<file path="src/rtl/fir_pkg.sv">
// Shared widths, FSM states and saturation helpers for the time-multiplexed FIR.
package fir_pkg;

    localparam int N_TAPS_DEF = 4;
    localparam int DW_DEF     = 8;
    localparam int CW_DEF     = 8;
    localparam int OW_DEF     = 16;

    typedef enum logic [1:0] {
        IDLE,
        MAC,
        OUT
    } state_t;

    // Accumulator width that cannot overflow over N_TAPS full-precision products.
    function automatic int acc_width(input int dw, input int cw, input int n_taps);
        return dw + cw + $clog2(n_taps);
    endfunction

    function automatic logic signed [63:0] sat_max(input int ow);
        return (64'sd1 <<< (ow - 1)) - 64'sd1;
    endfunction

    function automatic logic signed [63:0] sat_min(input int ow);
        return -(64'sd1 <<< (ow - 1));
    endfunction

    function automatic logic saturates(input logic signed [63:0] v, input int ow);
        return (v > sat_max(ow)) || (v < sat_min(ow));
    endfunction

    function automatic logic signed [63:0] saturate(input logic signed [63:0] v, input int ow);
        if (v > sat_max(ow)) begin
            return sat_max(ow);
        end else if (v < sat_min(ow)) begin
            return sat_min(ow);
        end
        return v;
    endfunction

endpackage

</file>
<file path="src/rtl/fir_mac_unit.sv">
// Signed multiply-accumulate register: clr zeroes, en adds x*h; acc_next is the pre-register sum.
// Single-cycle; no flow control of its own, the scheduler gates it with en.
module fir_mac_unit #(
    parameter int DW = 8,
    parameter int CW = 8,
    parameter int AW = 18
) (
    input  logic          clk,
    input  logic          reset_n,
    input  logic          clr,
    input  logic          en,
    input  logic [DW-1:0] x,
    input  logic [CW-1:0] h,
    output logic [AW-1:0] acc,
    output logic [AW-1:0] acc_next
);

    logic signed [DW+CW-1:0] prod;

    assign prod     = (DW+CW)'($signed(x)) * (DW+CW)'($signed(h));
    assign acc_next = acc + AW'(prod);

    always_ff @(posedge clk or negedge reset_n) begin
        if (!reset_n) begin
            acc <= '0;
        end else if (clr) begin
            acc <= '0;
        end else if (en) begin
            acc <= acc_next;
        end
    end

endmodule

</file>
<file path="src/rtl/fir_tap_scheduler.sv">
// Time-multiplexed FIR: one shared MAC walks N_TAPS taps per sample, result saturated to OW bits.
// Latency N_TAPS+1 clocks accept-to-out_valid; in_ready low while busy, result held until out_ready.
module fir_tap_scheduler
    import fir_pkg::*;
#(
    parameter int N_TAPS = N_TAPS_DEF,
    parameter int DW     = DW_DEF,
    parameter int CW     = CW_DEF,
    parameter int OW     = OW_DEF
) (
    input  logic                      clk,
    input  logic                      reset_n,
    input  logic                      in_valid,
    output logic                      in_ready,
    input  logic [DW-1:0]             in_data,
    output logic                      out_valid,
    input  logic                      out_ready,
    output logic [OW-1:0]             out_data,
    output logic                      out_sat,
    input  logic                      coef_we,
    input  logic [$clog2(N_TAPS)-1:0] coef_addr,
    input  logic [CW-1:0]             coef_data,
    output logic                      coef_err,
    output logic                      busy
);

    localparam int              AW       = acc_width(DW, CW, N_TAPS);
    localparam int              TW       = $clog2(N_TAPS);
    localparam logic [TW-1:0]   LAST_TAP = TW'(N_TAPS - 1);

    state_t                state_q, state_d;
    logic [TW-1:0]         tap_q;
    logic [DW-1:0]         xline [N_TAPS];
    logic [CW-1:0]         coef  [N_TAPS];
    logic                  accept, mac_en, last_tap, coef_ok;
    logic [AW-1:0]         mac_acc, mac_acc_next;
    logic signed [63:0]    acc_wide;

    // Gated by reset_n so the producer never sees ready while the block is held in reset.
    assign in_ready  = (state_q == IDLE) && reset_n;
    assign accept    = in_valid && in_ready;
    assign mac_en    = (state_q == MAC);
    assign last_tap  = mac_en && (tap_q == LAST_TAP);
    assign coef_ok   = coef_we && (state_q == IDLE) && (int'(coef_addr) < N_TAPS);
    assign out_valid = (state_q == OUT);
    assign busy      = (state_q != IDLE);
    assign acc_wide  = 64'($signed(mac_acc_next));

    always_ff @(posedge clk or negedge reset_n) begin
        if (!reset_n) begin
            state_q <= IDLE;
        end else begin
            state_q <= state_d;
        end
    end

    always_comb begin
        state_d = state_q;
        case (state_q)
            IDLE:    if (accept)    state_d = MAC;
            MAC:     if (last_tap)  state_d = OUT;
            OUT:     if (out_ready) state_d = IDLE;
            default:                state_d = IDLE;
        endcase
    end

    always_ff @(posedge clk or negedge reset_n) begin
        if (!reset_n) begin
            tap_q    <= '0;
            out_data <= '0;
            out_sat  <= 1'b0;
            coef_err <= 1'b0;
            for (int k = 0; k < N_TAPS; k++) begin
                xline[k] <= '0;
                coef[k]  <= CW'(1);
            end
        end else begin
            coef_err <= coef_we && !coef_ok;
            if (coef_ok) begin
                coef[coef_addr] <= coef_data;
            end
            if (accept) begin
                xline[0] <= in_data;
                for (int k = 1; k < N_TAPS; k++) begin
                    xline[k] <= xline[k-1];
                end
                tap_q <= '0;
            end else if (mac_en) begin
                tap_q <= tap_q + TW'(1);
            end
            // Final tap: capture the clipped sum straight from the adder output.
            if (last_tap) begin
                out_data <= OW'(saturate(acc_wide, OW));
                out_sat  <= saturates(acc_wide, OW);
            end
        end
    end

    fir_mac_unit #(
        .DW (DW),
        .CW (CW),
        .AW (AW)
    ) u_mac (
        .clk      (clk),
        .reset_n  (reset_n),
        .clr      (accept),
        .en       (mac_en),
        .x        (xline[tap_q]),
        .h        (coef[tap_q]),
        .acc      (mac_acc),
        .acc_next (mac_acc_next)
    );

    // Every sample must start from a cleared accumulator.
    a_acc_clear_at_tap0: assert property (@(posedge clk) disable iff (!reset_n)
        (mac_en && tap_q == '0) |-> (mac_acc == '0));

endmodule

</file>
<file path="config.mk">
export PLATFORM = sky130hd
export DESIGN_NAME = fir_tap_scheduler
export DESIGN_NICKNAME = d
export VERILOG_FILES = /design/src/rtl/fir_pkg.sv /design/src/rtl/fir_mac_unit.sv /design/src/rtl/fir_tap_scheduler.sv
export SDC_FILE = /design/constraint.sdc
export NUM_CORES = 1
export LEC_CHECK = 0
export CORE_MARGIN = 5
export CORE_UTILIZATION = 35
export DETAILED_ROUTE_END_ITERATION = 8
export PLACE_DENSITY = 0.48
export SYNTH_ARGS = -nofsm -noshare
export SYNTH_HDL_FRONTEND = slang
export SYNTH_SLANG_ARGS = --single-unit
</file>
<file path="constraint.sdc">
create_clock -name clk -period 20.3 [get_ports clk]
set_clock_uncertainty 0.15 [all_clocks]
set_input_delay 4.06 -clock clk [delete_from_list [all_inputs] [get_ports clk]]
set_output_delay 4.06 -clock clk [all_outputs]
set_load 0.01 [all_outputs]
</file>
==> results.md <==
Global routing:
- Entering global routing, the biggest net connects 68 pins.
- The first-pass GRT wire length is 29200 um.
- The via count of the first global-routing pass was 5623.
- After global routing the overflow that remains totals 0.
- Global routing used 13.7% of the available tracks.
- The initial antenna violation count is 0.

Clocking:
- After clock tree synthesis, the clock-pin slew on the worst setup and hold paths is 70 ps.
- The depth of the CTS H-tree is 3.
- The root cell of the clock tree is clkbuf_16.
- The CTS tree is yes.
- The number of gates resized after CTS was 0.
- The insertion delay of the later-clocked pin in the worst-skew pair is 360 ps.
- The number of clock buffers inserted by TritonCTS is 9.
- The total clock sinks is 104.
- Buffers inserted to repair hold after CTS numbered 0.
- The clock tree buffer depth is 2.
- The number of post-CTS setup repair buffers is 0.

Setup path:
- The critical path's top delay family is buffers and inverters.
- The nature of the critical path endpoint is an output port.
- Walking the worst path, the cells encountered are buf_4 -> and2_1 -> clkdlybuf4s50_1.
- The largest fanout on the critical path is 40.
- The slowest stage of the critical path is the clkdlybuf4s50_1 cell.
- The critical path launch point is reset_n.
- The total buffers and inverters traversed by the critical path is 2.
- At the worst endpoint, the arrival time is 5260 ps.
- The largest stage delay on the critical path is 540 ps.
- By startpoint and endpoint, the worst setup path is classified as in2out.
- The critical path required time is 16090 ps.
- The startpoint class of the critical path is an input port.
- The beginning of the worst register-to-register path is tap_q[0]$_DFFE_PN0P_.

Finish:
- The final net count is 971.
- The layout overhead on the synthesized area is 13.2%.
- The fraction of layout instances using a drive strength above 1 is 12.0%.
- The final core area utilization is 40.2%.
- The multi-input gate area in the final layout is 0.00494 mm2.
- After filler insertion, the fill cell instance count of the layout stands at 2257.
- The register area is 0.00261 mm2.
- The repair_antennas step left the layout with diodes totalling 0.

Route:
- The detail-routed net length per standard cell is 15.0 um.
- Once detail routing completed, the nets flagged for antenna violations numbered 0.
- The final layout contains routed wiring with a total length of 17000 um.
- Using the TritonRoute via totals, the vias-per-cell ratio works out to 4.83.
- After detailed routing, the number of remaining DRC violations is 0.
- The detailed router placed 5481 vias in this run.
- The uppermost layer routed is met4.
- The detailed router's first-iteration violation count is 237.
- The routed design uses 311 um of met3 wire.
- The length of routed wiring on met1 is 8830 um.
- Detailed routing placed a total of 7730 um of wire on met2.
- The first detailed-routing pass ran for 5 iterations.

Logic synthesis:
- Summing every instance area after synthesis gives 0.00802 mm2.
- Sorting the synthesized cells by area gives the leading types as dfrtp_1 31%, fa_1 14%, ha_1 7.3%.
- In the synthesized netlist the async set-or-reset flop fraction comes to 100%.
- The synthesized design devotes to its leading area cell type 31.2% of total area.
- The cell count after synthesis is 811.
- The post-synthesis cell type count is 61.
- The Yosys warning count is 0.
- Counting flops and latches in the post-synthesis netlist gives 104.
- The most used flip-flop cell after synthesis is dfrtp_1.
- The total nets after synthesis is 937.
- Counting flops with a built-in enable in the synthesized netlist gives 0.
- The share of the yosys chip area belonging to registers is 32.5%.
- In this run the mean area of a mapped cell was 9.89 um2.
- Of all cell types, the one taking the most synthesized area is dfrtp_1.

Floorplanning:
- The effective utilization at floorplan is 35.5%.
- From bottom edge to top edge, the die measures 161 um.
- The die covers 0.0260 mm2.
- For this design the top-level I/O count stands at 44.
- The core region is 0.0226 mm2.
- The die is 161 um wide.
- The number of standard-cell rows in the floorplan is 55.

Timing:
- The setup TNS is 0 ps.
- The transition time at the pin with the least slew margin is 1090 ps.
- The final critical-path required period is 9470 ps.
- The number of setup violations in the final report is 0.
- The slack of the critical path is 10830 ps.
- Derived from the worst setup path, the maximum achievable clock frequency is 0.106 GHz.
- Setup repair after global routing left no endpoint under its margin.
- The final-report max-slew violation count is 0.
- Measured against its own limit, the worst slew margin works out to 27.1%.
- The final critical-path share of the clock period is 46.6%.
- The number of endpoints with negative hold slack in the final report is 0.

Run status:
- The flow ran to the end, and the final reports show no timing, DRC or antenna violations.

Hold path:
- In this run the most critical hold path is launched from xline[6]$_DFFE_PN0P_.
- The path class of the lowest-slack min-delay path is reg2reg.

Placement:
- At the placement stage, the worst setup path has a slack of 10770 ps.
- The congestion estimate from routability-driven global placement came to 0.759.
- The estimated wirelength of the detail-placed design is 12700 um.
- The quantity of I/O buffers inserted on ports is 43.

Job:
- Max-cap violations in this run came to 0.
[layout by cell type, fill, tap and decap left out, types with 10 or more instances in the layout]
cell type        count
o21bai_1            13
and2_1              46
a21o_1              13
inv_1               99
xnor2_1             19
dfrtp_1            100
clkdlybuf4s50_1     42
mux4_2              15
o21ai_0             24
nor2_1              33
nand3_1             23
fa_1                56
nand2_1            142
ha_1                47
a21oi_2             10
a21oi_1             25
mux2_2              33
[sequential cells by signal, indices dropped and copies added (netlist names)]
signal	flops
xline	32
coef_err	1
state_q	2
u_mac.acc	18
out_data	16
tap_q	2
out_sat	1
coef	32
[worst reg2reg max path, cell delays in order, from the launching register on]
cell and delay [ps]:
dfrtp_1 530, buf_4 360, mux2_2 380, o21ai_1 510, or2_2 240, fa_1 410
fa_1 550, inv_1 60, fa_1 530, inv_1 50, fa_1 530, inv_1 40
ha_1 330, a21oi_1 220, o21bai_1 90, a21oi_1 240, o21bai_1 90, a21oi_1 270
or4b_1 460, o211ai_1 130, ha_1 340, a21oi_4 280, and3_1 250, a22oi_4 140
a221oi_4 360, xnor2_4 240, a41oi_4 600, a21oi_1 150
[cells in the mapped netlist (8+ instances only)]
cell type / n
and2_1: 46
o21ai_0: 24
clkbuf_1: 19
xor2_1: 9
mux4_2: 15
a21oi_1: 25
nor2_1: 33
o21bai_1: 13
ha_1: 47
xnor2_1: 19
dfrtp_1: 100
mux2_2: 33
nand2_1: 142
inv_1: 99
o21ai_1: 8
a21o_1: 13
a21oi_2: 10
and3_1: 8
nand3_1: 23
fa_1: 56
[through the flow]
| stage | area [um2] | cells | hold WS (ps) |
|---|---|---|---|
| final | 9070 | 1135 | 325 |
| after floorplan | 8020 | 811 | 291 |
| after global placement | 8740 | 1119 | 305 |
| after global routing | 9070 | 1135 | 358 |
| after detailed placement | 8740 | 1119 | 310 |
| after CTS | 9070 | 1135 | 327 |
[logic make-up after synthesis]
kind of cell             Yosys count  share of synthesized area (%)
multiplexers                      49                           8.97
XOR/XNOR                          30                           3.74
flip-flops                       104                           32.5
buffers and inverters            125                           5.99
AO/OA/AOI/OAI                    119                           11.2
adder cells (fa/ha/maj)          103                           21.3
AND/OR/NAND/NOR                  281                           16.3
[path summary, 6_finish.rpt]
check	to	slack, ps	cells past startpoint
min in group asynchronous	xline[21]$_DFFE_PN0P_	3530	1
worst max register to register	out_data[1]$_DFFE_PN0P_	11640	27
max in group asynchronous	coef[11]$_DFFE_PN0P_	15230	2
worst min-delay path	xline[6]$_DFFE_PN0P_	320	2
worst min register to register	xline[6]$_DFFE_PN0P_	320	2
worst max-delay path	in_ready	10830	3
[final cells by class]
type                            count  area share, %
Timing Repair Buffer               48           5.13
Inverter                          100           4.14
Clock inverter                      4          0.841
Multi-Input combinational cell    582           54.4
Clock buffer                       12           2.83
Tap cell                          285           3.93
Sequential cell                   104           28.7
[routing by layer]
metal	track usage (%)	vias to the layer above
met5	0	-
met1	20.0	2710
met2	21.7	38
met3	2.35	9
li1	-	2724
met4	2.71	0
Power is left out: the tool's default activity adds up to more than one toggle a clock period on the data nets, which glitch-free logic cannot reach.
